--- config.mk ---
export PLATFORM = sky130hd
export DESIGN_NAME = alu_cmd_ctrl
export DESIGN_NICKNAME = d
export VERILOG_FILES = /design/src/rtl/alu_cmd_ctrl.sv
export SDC_FILE = /design/constraint.sdc
export NUM_CORES = 1
export LEC_CHECK = 0
export ABC_AREA = 1
export ABC_CLOCK_PERIOD_IN_PS = 1300
export CORE_UTILIZATION = 30
export DETAILED_ROUTE_END_ITERATION = 12
export GPL_ROUTABILITY_DRIVEN = 0
export PLACE_DENSITY = 0.61
export REMOVE_ABC_BUFFERS = 1
export SYNTH_ARGS = -nofsm -noshare
export SYNTH_HDL_FRONTEND = slang
export SYNTH_SLANG_ARGS = --single-unit
--- constraint.sdc ---
create_clock -name CLK -period 1.3 [get_ports CLK]
set_input_delay 0.195 -clock CLK [delete_from_list [all_inputs] [get_ports CLK]]
set_output_delay 0.195 -clock CLK [all_outputs]
set_load 0.05 [all_outputs]
--- src/rtl/alu_cmd_ctrl.sv ---
// ALU command controller: parses CMD_OP/CMD_FUN frames, issues one ALU op and sends the result as two TX bytes, low byte first.
// Issues 1 cycle after the last frame byte, TX strobes at +4/+5; TX holds while FIFO_FULL is high, and bytes arriving outside the frame states are dropped.
module alu_cmd_ctrl #(
    parameter int               DATA_W  = 8,
    parameter int               OUT_W   = 16,
    parameter int               TIMEOUT = 15,
    parameter logic [DATA_W-1:0] CMD_OP  = 8'hCC,
    parameter logic [DATA_W-1:0] CMD_FUN = 8'hDD
) (
    input  logic              CLK,
    input  logic              RST,
    input  logic [DATA_W-1:0] RX_P_DATA,
    input  logic              RX_D_VLD,
    input  logic [OUT_W-1:0]  ALU_OUT,
    input  logic              OUT_Valid,
    input  logic              FIFO_FULL,
    output logic              ALU_EN,
    output logic [3:0]        ALU_FUN,
    output logic [DATA_W-1:0] ALU_A,
    output logic [DATA_W-1:0] ALU_B,
    output logic [DATA_W-1:0] TX_P_DATA,
    output logic              TX_D_VLD,
    output logic              BUSY,
    output logic              ERR,
    output logic              RX_DROP
);

    localparam int CNT_W = $clog2(TIMEOUT + 1);

    typedef enum logic [2:0] {
        IDLE, GET_A, GET_B, GET_FUN, ISSUE, WAIT_RES, SEND_LO, SEND_HI
    } state_t;

    state_t              state, state_nxt;
    logic [CNT_W-1:0]    cnt, cnt_nxt;
    logic [OUT_W-1:0]    result, result_nxt;
    logic [DATA_W-1:0]   a_nxt, b_nxt, tx_dat_nxt;
    logic [3:0]          fun_nxt;
    logic                tx_vld_nxt, err_nxt, drop_nxt;

    always_ff @(posedge CLK or negedge RST) begin
        if (!RST) state <= IDLE;
        else      state <= state_nxt;
    end

    always_comb begin
        state_nxt  = state;
        cnt_nxt    = cnt;
        result_nxt = result;
        a_nxt      = ALU_A;
        b_nxt      = ALU_B;
        fun_nxt    = ALU_FUN;
        tx_dat_nxt = TX_P_DATA;
        tx_vld_nxt = 1'b0;
        err_nxt    = 1'b0;
        drop_nxt   = 1'b0;
        case (state)
            IDLE: begin
                if (RX_D_VLD && RX_P_DATA == CMD_OP)       state_nxt = GET_A;
                else if (RX_D_VLD && RX_P_DATA == CMD_FUN) state_nxt = GET_FUN;
            end
            GET_A: if (RX_D_VLD) begin
                a_nxt     = RX_P_DATA;
                state_nxt = GET_B;
            end
            GET_B: if (RX_D_VLD) begin
                b_nxt     = RX_P_DATA;
                state_nxt = GET_FUN;
            end
            GET_FUN: if (RX_D_VLD) begin
                fun_nxt   = RX_P_DATA[3:0];
                state_nxt = ISSUE;
            end
            ISSUE: begin
                drop_nxt  = RX_D_VLD;
                cnt_nxt   = '0;
                state_nxt = WAIT_RES;
            end
            WAIT_RES: begin
                drop_nxt = RX_D_VLD;
                if (OUT_Valid) begin
                    result_nxt = ALU_OUT;
                    state_nxt  = SEND_LO;
                end else begin
                    cnt_nxt = cnt + CNT_W'(1);
                    // cnt holds the count before this cycle's increment
                    if (cnt == CNT_W'(TIMEOUT - 1)) begin
                        err_nxt   = 1'b1;
                        state_nxt = IDLE;
                    end
                end
            end
            SEND_LO: begin
                drop_nxt = RX_D_VLD;
                if (!FIFO_FULL) begin
                    tx_vld_nxt = 1'b1;
                    tx_dat_nxt = result[DATA_W-1:0];
                    state_nxt  = SEND_HI;
                end
            end
            SEND_HI: begin
                drop_nxt = RX_D_VLD;
                if (!FIFO_FULL) begin
                    tx_vld_nxt = 1'b1;
                    tx_dat_nxt = result[OUT_W-1:DATA_W];
                    state_nxt  = IDLE;
                end
            end
            default: state_nxt = IDLE;
        endcase
    end

    // Outputs are registered from next-state so they line up with the state they describe.
    always_ff @(posedge CLK or negedge RST) begin
        if (!RST) begin
            cnt       <= '0;
            result    <= '0;
            ALU_EN    <= 1'b0;
            ALU_FUN   <= '0;
            ALU_A     <= '0;
            ALU_B     <= '0;
            TX_P_DATA <= '0;
            TX_D_VLD  <= 1'b0;
            BUSY      <= 1'b0;
            ERR       <= 1'b0;
            RX_DROP   <= 1'b0;
        end else begin
            cnt       <= cnt_nxt;
            result    <= result_nxt;
            ALU_EN    <= (state_nxt == ISSUE);
            ALU_FUN   <= fun_nxt;
            ALU_A     <= a_nxt;
            ALU_B     <= b_nxt;
            TX_P_DATA <= tx_dat_nxt;
            TX_D_VLD  <= tx_vld_nxt;
            BUSY      <= (state_nxt != IDLE);
            ERR       <= err_nxt;
            RX_DROP   <= drop_nxt;
        end
    end

endmodule

Word level (Yosys, flattened, before mapping)
Cells that the tools add are included.
{ "totals": {"ff_bits": 56, "inputBits": 29, "output_inout_bits": 33, "word_cells": 62} }
{ "classes": {"n_addsub": 1, "n_eq_ne": 14, "mux": 21, "n_reduce_logical": 14} }
{ "ops": {"columns": ["operator", "count"], "rows": [
  ["$mux 3", 9],
  ["$pmux 3 s8", 1],
  ["$eq 8x8->1 const B", 2],
  ["$mux 8", 2],
  ["$pmux 8 s2", 1],
  ["$eq 3x3->1 const B", 5],
  ["$reduce_and 2->1", 5],
  ["$pmux 4 s2", 1],
  ["$eq 3x2->1 const B", 2],
  ["$mux 1", 6],
  ["$ne 2x2->1 const B", 3],
  ["$add 4x1->4 const B", 1],
  ["$eq 4x4->1 const B", 1],
  ["$mux 4", 1],
  ["$reduce_bool 2->1", 2],
  ["$reduce_or 4->1", 1],
  ["$eq 3x1->1 const B", 1],
  ["$logic_not 3->1", 1],
  ["$reduce_and 3->1", 1],
  ["$reduce_bool 3->1", 1],
  ["$logic_and 1x1->1", 2],
  ["$reduce_or 2->1", 1]
]} }

Logic depth before layout (Yosys ltp)
Gate-level depths: netlist of the first run.
{ "depth": {"depth_word": 6, "ltp_mapped": 9} }

Worst setup path before layout of the first run
Ideal clock, no wire load.
{ "synth_path": {"path_type": "register to register", "start": "register state[1]", "end": "register cnt[3]", "setup_time_ns": 0.119, "t_arrival_ns": 1.088, "required_time_ns": 1.181, "path_slack_ns": 0.093, "stages_incl_launch_ff": 10, "path_buffers": 1, "cell_sequence": "dfrtp_1 -> buf_6 -> inv_4 -> nand3_4 -> nor2_2 -> inv_2 -> nand2_2 -> nand3_1 -> nand2_1 -> nor2_1"} }
{ "synth_via": {"elab_chain_len": 3} }
{ "synth_lines": {"columns": ["element", "line", "source"], "rows": [
  ["start: declaration", "34", "state_t state, state_nxt;"],
  ["start signal: assignment", "43", "else state <= state_nxt;"],
  ["$eq 3x3->1", "57", "case (state)"],
  ["$ne 2x2->1 (no line) / $reduce_bool 2->1 (equally long branches)", null, null],
  ["$reduce_and 2->1 (no line)", null, null],
  ["end signal: assignment", "128", "cnt <= cnt_nxt;"],
  ["end: declaration", "35", "logic [CNT_W-1:0] cnt, cnt_nxt;"]
]} }
Several ways; a longest one is shown, not always the timed one.
A chain may end at the register's enable or synchronous reset.

Final worst setup path of the first run
{ "layout_path": {"start": "register state[2]", "end": "register result[0]"} }
{ "layout_via": {"elab_chain_len": 2} }
{ "layout_lines": {"columns": ["element", "line", "source"], "rows": [
  ["$eq 3x3->1", "57", null],
  ["$reduce_and 2->1 (no line)", null, null],
  ["end signal: assignment", "129", "result <= result_nxt;"],
  ["end: declaration", "36", "logic [OUT_W-1:0] result, result_nxt;"]
]} }
Every way passes these cells.

==> impl_results.md, run 1 <==
- Clock Pin Slew Worst Setup and Hold Paths: 0.09 ns
- VDD IR-drop max: 0.001175 V
- Net Sw Frac: 42.07%
- Reg2reg setup slack: -0.008 ns
- Total Routing Usage GR: 15.13%
- Synth cell count leaders: 87 x nand2_1, 56 x dfrtp_1, 30 x inv_1
- FF-to-FF End: result[0]
- Count leader, synth: nand2_1
- Detailed Routing Iterations Pass 1: 4
- CTS tree: built
- CORE AREA: 0.007888 sq mm
- Share of cells above drive strength 1: 29.71%
- Setup TNS: -0.009309 ns
- Routed WL: 6.095 mm
- Total grt overflow: 0
- Post-DP HPWL: 4.475 mm
- Hold Crit Class: input pin to async pin
- FMAX: 0.7647 GHz
- Fin nets: 407
- Seq/Total Area, Yosys: 56.34%
- Place WS: -0.1407 ns
- RSZ-0062 raised after global routing: true
- Setup crit start kind: register
- Post-route cell area: 0.004086 sq mm
- Req. time, crit path: 1.50 ns
- # IOs: 62
- Initial DRC count: 79
- Failing checks: negative setup slack
- Synth Flop Type: dfrtp_1
- Final Hold Viols: 0
- Die area: 0.008659 sq mm
- Die width: 93.06 um
- Internal power: 5675 uW
- Sequential cell fraction of total power: 32.2%
- Status: finished, violations left
- Final Slew Violations: 0
- Antenna violations before repair: 0
- Minimum clock period: 1.308 ns
- Cell Count, Final, Fillers Out: 479
- Global-route wire length before repair: 10.17 mm
- Die height: 93.06 um
- Setup ws final: -0.007658 ns
- H-tree depth: 2
- Largest net degree at the start of global routing: 23
- CTS buffer count: 5
- Period utilisation layout: 100.6%
- Fillcell total: 725
- EDFF count, synth: 0
- Cell variety after synth: 27
- Crit Path Category: register to register
- # rows: 32
- Combinational fraction of design power: 57.9%
- Max-slew headroom: 71.84%
- Clock Power Share: 9.9%
- Root Driver: clkbuf_8
- Mapped Area: 0.002487 sq mm
- Yosys top cell by area: dfrtp_1
- Final setup violating endpoints: 2
- # clock sinks: 56
- Setup Skew: 0.002698 ns
- Max Buffers Root-to-Sink: 2
- PortBufs: 61
- DRC: 0
- Initial core utilization: 31.54%
- Worst Path Max Fanout: 11
- Area added between synthesis and finish: 64.29%
- Avg Inst Size Synth: 8.947 sq um
- YS warnings: 0
- Max-Cap Viols: 0
- Leakage: 0.001995 uW
- Arr. time, crit path: 1.50 ns
- Area after DPL: 0.003809 sq mm
- Net Switching: 4122 uW
- Clk Latency, worst-skew pair: 0.31 ns
- Async SR Flop Fraction: 100.0%
- CP startpoint: state[2]
- Routed wire per std cell: 12.72 um
- Crit path capture: result[0]
- #FFs+latches synth: 56
- Power Density: 2398 mW/mm^2
- N_diodes: 0
- Synth area leaders: dfrtp_1 56%, nand2_1 13%, inv_1 4.5%
- Reg2reg start: state[2]
- Worst Tran Pin Value: 0.4223 ns
- DR vias: 2152
- Yosys top cell area share: 56.34%
- Worst setup EP type: register
- Post-route ant nets: 0
- Post-Place Cells: 463
- Vias/cell: 4.493
- Reg2Reg Depth: 6
- Syn Inst Count: 278
- Vias in the first global route: 2220
## layer usage
metal,track usage (%),part of all wire (%)
met1,18.92,45
met2,26.29,50
met3,3.252,4.0
met4,4.231,0.97
met5,0,0
## power groups by stage
stage / logic, uW / clock network [uW] / registers, uW
floorplan: 1260 / 0 / 4350
global placement: 5330 / 0 / 3140
detailed placement: 5420 / 0 / 3170
CTS: 5440 / 1020 / 3160
global route: 6080 / 1080 / 3230
finish: 5670 / 973 / 3150
## cell type report
class	instances	area (sq um)	area share, %
Timing Repair Buffer	100	1383	33.83
Inverter	32	122.6	3.001
Tap cell	102	127.6	3.123
Sequential cell	56	1404	34.35
Clock buffer	8	90.09	2.205
Multi-Input combinational cell	181	959.7	23.48
## how the worst min path moves through the flow
stage | from | endpoint | slack (ns) | cells past startpoint
finish | RST | ALU_FUN[0] | 0.34 | 2
global route | RST | ALU_FUN[0] | 0.37 | 2
CTS | RST | ALU_B[6] | 0.34 | 2
detailed placement | RST | ALU_FUN[0] | 0.15 | 1
global placement | RST | ALU_FUN[0] | 0.16 | 1
floorplan | RST | ALU_A[0] | -0.10 | 0
## cell usage in the layout, fill, tap and decap left out, types with 2 or more instances in the layout
| cell | instances |
|---|---|
| nor2_4 | 4 |
| dfrtp_2 | 2 |
| inv_2 | 2 |
| nand2_2 | 9 |
| dfrtp_1 | 54 |
| mux2_2 | 3 |
| nor3_1 | 3 |
| buf_12 | 42 |
| inv_1 | 29 |
| nand3_4 | 4 |
| clkdlybuf4s50_1 | 27 |
| o21ai_0 | 13 |
| nand2_4 | 2 |
| a21oi_1 | 4 |
| nor2_1 | 16 |
| o21ai_1 | 14 |
| nand3_1 | 9 |
| o211ai_1 | 8 |
| clkbuf_8 | 6 |
| nor2_2 | 4 |
| o21ai_2 | 3 |
| ha_1 | 2 |
| clkbuf_16 | 2 |
| clkbuf_1 | 2 |
| buf_4 | 26 |
| nand2_1 | 80 |
## sequential cells by signal, summed over array words and instances, names as in the netlist
register,flops
ALU_A,8
ALU_B,8
ALU_EN,1
ALU_FUN,4
BUSY,1
ERR,1
RX_DROP,1
TX_D_VLD,1
TX_P_DATA,8
cnt,4
result,16
state,3
## cell families after synthesis
logic type	Yosys count	share of synthesized area, %
buf+inv	41	7.444
fa+ha+maj	2	1.006
flops	56	56.34
compound gates	43	9.508
simple gates	133	24.35
mux	3	1.358
## metrics by stage
stage | hold WS, ns | utilization (%) | power, uW
floorplan | -0.1006 | - | 5613
global placement | 0.1576 | 48.29 | 8472
detailed placement | 0.1515 | 48.29 | 8585
CTS | 0.3395 | 49.68 | 9623
global route | 0.3700 | 51.81 | 10390
finish | 0.3433 | 51.81 | 9797
## critical path, stage by stage (launching register included)
cell,delay (ns)
dfrtp_1,0.41
buf_12,0.14
nand3_4,0.11
nor2_4,0.18
buf_12,0.14
clkbuf_16,0.15
o21ai_0,0.07
## repair_timing
action | in CTS | in global routing
buffers inserted | 0 | 5
pin swaps | 1 | 0
resized for setup | 4 | 23
hold buffers | 1 | 0
gates cloned | 0 | 2
setup endpoints to repair | 26 | 30
hold endpoints to repair | 14 | 0
No activity file was read; power rests on OpenSTA's default activity.
==> inputs of run 2 (changes only) <==
==> constraint.sdc (replaced) <==
create_clock -name CLK -period 1.3 [get_ports CLK]
set_input_delay 0.195 -clock CLK [delete_from_list [all_inputs] [get_ports CLK]]
set_output_delay 0.195 -clock CLK [all_outputs]
set_load 0.02 [all_outputs]
==> run 2 against run 1 <==
Against the previous run:
- the run still ends with negative setup slack left
- global-route usage rose by 0.29 points
- power fell by 25%
- worst hold slack improved by 0.012 ns
- cell count rose by 0.84%
- final area fell by 10%
- register-to-register slack got worse by 0.02 ns
- sequential share of layout area rose by 3.8 points
- non-clock buffer count rose by 4
- clock power fell by 1%
- critical path depth did not move
- largest cell class unchanged
==> impl_results.md, run 2 (synthesized netlist as in run 1, its figures left out) <==
- CORE AREA: 0.007888 sq mm (unchanged)
- Worst Path Max Fanout: 8 (was 11)
- H-tree depth: 2 (unchanged)
- Initial DRC count: 78 (was 79)
- # clock sinks: 56 (unchanged)
- Commonest non-fill, non-tap cell in the layout: nand2_1 (unchanged)
- VDD IR-drop max: 0.0006936 V (was 0.001175 V)
- Final Slew Violations: 0 (unchanged)
- CTS buffer count: 5 (unchanged)
- Fillcell total: 774 (was 725)
- CTS tree: built (unchanged)
- Crit path capture: result[9] (was result[0])
- CP Depth: 6 (unchanged)
- Largest net degree at the start of global routing: 23 (unchanged)
- Vias/cell: 4.433 (was 4.493)
- Worst Tran Pin Value: 0.4754 ns (was 0.4223 ns)
- Post-route ant nets: 0 (unchanged)
- N_diodes: 0 (unchanged)
- DR vias: 2141 (was 2152)
- Routed WL: 6.094 mm (was 6.095 mm)
- Total grt overflow: 0 (unchanged)
- Reg2reg start: state[1] (was state[2])
- Status: finished, violations left (unchanged)
- FF-to-FF End: result[9] (was result[0])
- Power Density: 1991 mW/mm^2 (was 2398 mW/mm^2)
- RSZ-0062 raised after global routing: true (unchanged)
- Worst-path cell chain: inv_4 -> nand3_4 -> nor2_4 -> clkinvlp_4 -> nand2_1 -> nand2_1 (was buf_12 -> nand3_4 -> nor2_4 -> buf_12 -> clkbuf_16 -> o21ai_0)
- Setup crit start kind: register (unchanged)
- DRC: 0 (unchanged)
- Routed wire per std cell: 12.62 um (was 12.72 um)
- Power consumption: 7320 uW (was 9797 uW)
- Antenna violations before repair: 0 (unchanged)
- Area added between synthesis and finish: 47.79% (was 64.29%)
- # rows: 32 (unchanged)
- Critical Path Max Stage Delay: 0.48 ns (was 0.41 ns)
- CP startpoint: state[1] (was state[2])
- Period utilisation layout: 102.5% (was 100.6%)
- Arr. time, crit path: 1.54 ns (was 1.50 ns)
- Final setup violating endpoints: 9 (was 2)
- Reg2reg setup slack: -0.03 ns (was -0.008 ns)
- Clk Latency, worst-skew pair: 0.31 ns (about the same)
- Failing checks: negative setup slack (unchanged)
- Total Routing Usage GR: 15.43% (was 15.13%)
- Kind of cell adding the most delay to the critical path: flip-flops (was buffers and inverters)
- Setup ws final: -0.03210 ns (was -0.007658 ns)
- Die height: 93.06 um (unchanged)
- Reg2Reg Depth: 6 (unchanged)
- Max-Cap Viols: 0 (unchanged)
- Setup TNS: -0.1339 ns (was -0.009309 ns)
- Share of cells above drive strength 1: 22.05% (was 29.71%)
- Initial core utilization: 31.54% (unchanged)
- Biggest register: result (unchanged)
- Minimum clock period: 1.332 ns (was 1.308 ns)
- Die area: 0.008659 sq mm (unchanged)
- Cell Count, Final, Fillers Out: 483 (was 479)
- Buf+Inv Stages, Crit Path: 2 (was 3)
- Leakage: 0.001910 uW (was 0.001995 uW)
- Most common cell on crit path: nand2_1 (was buf_12)
- Clock Pin Slew Worst Setup and Hold Paths: 0.11 ns (was 0.09 ns)
- Global-route wire length before repair: 10.47 mm (was 10.17 mm)
- Post-DP HPWL: 4.352 mm (was 4.475 mm)
- Worst setup EP type: register (unchanged)
- Detailed Routing Iterations Pass 1: 4 (unchanged)
- Root Driver: clkbuf_8 (unchanged)
- Place WS: -0.1432 ns (was -0.1407 ns)
- Setup Skew: 0.01295 ns (was 0.002698 ns)
- Hold Crit Class: input pin to async pin (unchanged)
- FMAX: 0.7507 GHz (was 0.7647 GHz)
- # IOs: 62 (unchanged)
- PortBufs: 61 (unchanged)
- Crit Path Category: register to register (unchanged)
- Number of flip-flops in the largest register: 16 (unchanged)
- Fin nets: 411 (was 407)
- Req. time, crit path: 1.50 ns (about the same)
- Vias in the first global route: 2240 (was 2220)
- Die width: 93.06 um (unchanged)
- Most frequent cells in the layout: 81 x nand2_1, 54 x dfrtp_1, 33 x dlygate4sd2_1 (was 80 x nand2_1, 54 x dfrtp_1, 42 x buf_12)
- Slowest cell on crit path: dfrtp_2 (was dfrtp_1)
- Max-slew headroom: 68.31% (was 71.84%)
- Final Hold Viols: 0 (unchanged)
- Post-Place Cells: 465 (was 463)
- Max Buffers Root-to-Sink: 2 (unchanged)
run 2: power by group:
part / switching [uW] / internal [uW]
Clock: 571 / 387
Sequential: 401 / 2470
Combinational: 1950 / 1540
Total: 2920 / 4400
run 2: cell type report:
type / instances / area [sq um] / share of cell area [%]
multi-input combinational: 181 / 939.7 / 25.56
sequential: 56 / 1404 / 38.19
inverter: 32 / 126.4 / 3.438
clock inverter: 1 / 8.758 / 0.2383
tap: 102 / 127.6 / 3.472
clock buffer: 7 / 76.32 / 2.076
timing repair buffer: 104 / 993.5 / 27.03
run 2: worst min path at each step:
| stage | slack (ns) | to |
|---|---|---|
| after global routing | 0.38 | ALU_A[2] |
| after floorplan | -0.10 | ALU_A[0] |
| after CTS | 0.37 | ALU_A[2] |
| after detailed placement | 0.17 | ALU_FUN[1] |
| after global placement | 0.17 | ALU_A[2] |
| final | 0.35 | ALU_A[2] |
run 2: what timing repair did:
item | in CTS | in global routing
pin swaps | 2 | 6
resized for setup | 43 | 17
endpoints found under the hold margin | 16 | 0
endpoints found under the setup margin | 56 | 39
hold buffers | 1 | 0
cloned | 0 | 1
setup buffers | 6 | 2
run 2: per-layer routing:
layer / vias up / global-route usage (%) / wire (um)
met3: 6 / 3.659 / 306
met4: 0 / 3.846 / 54
li1: 1082 / - / -
met2: 59 / 26.53 / 2922
met1: 994 / 19.48 / 2811
met5: - / 0 / 0
run 2: stage by stage:
stage	hold slack [ns]	util, %	cell area, sq um
5_1_grt	0.3759	46.61	3676
6_report	0.3550	46.61	3676
3_3_place_gp	0.1718	43.97	3468
4_1_cts	0.3668	45.59	3596
3_5_place_dp	0.1715	43.97	3468
2_1_floorplan	-0.1006	-	2425
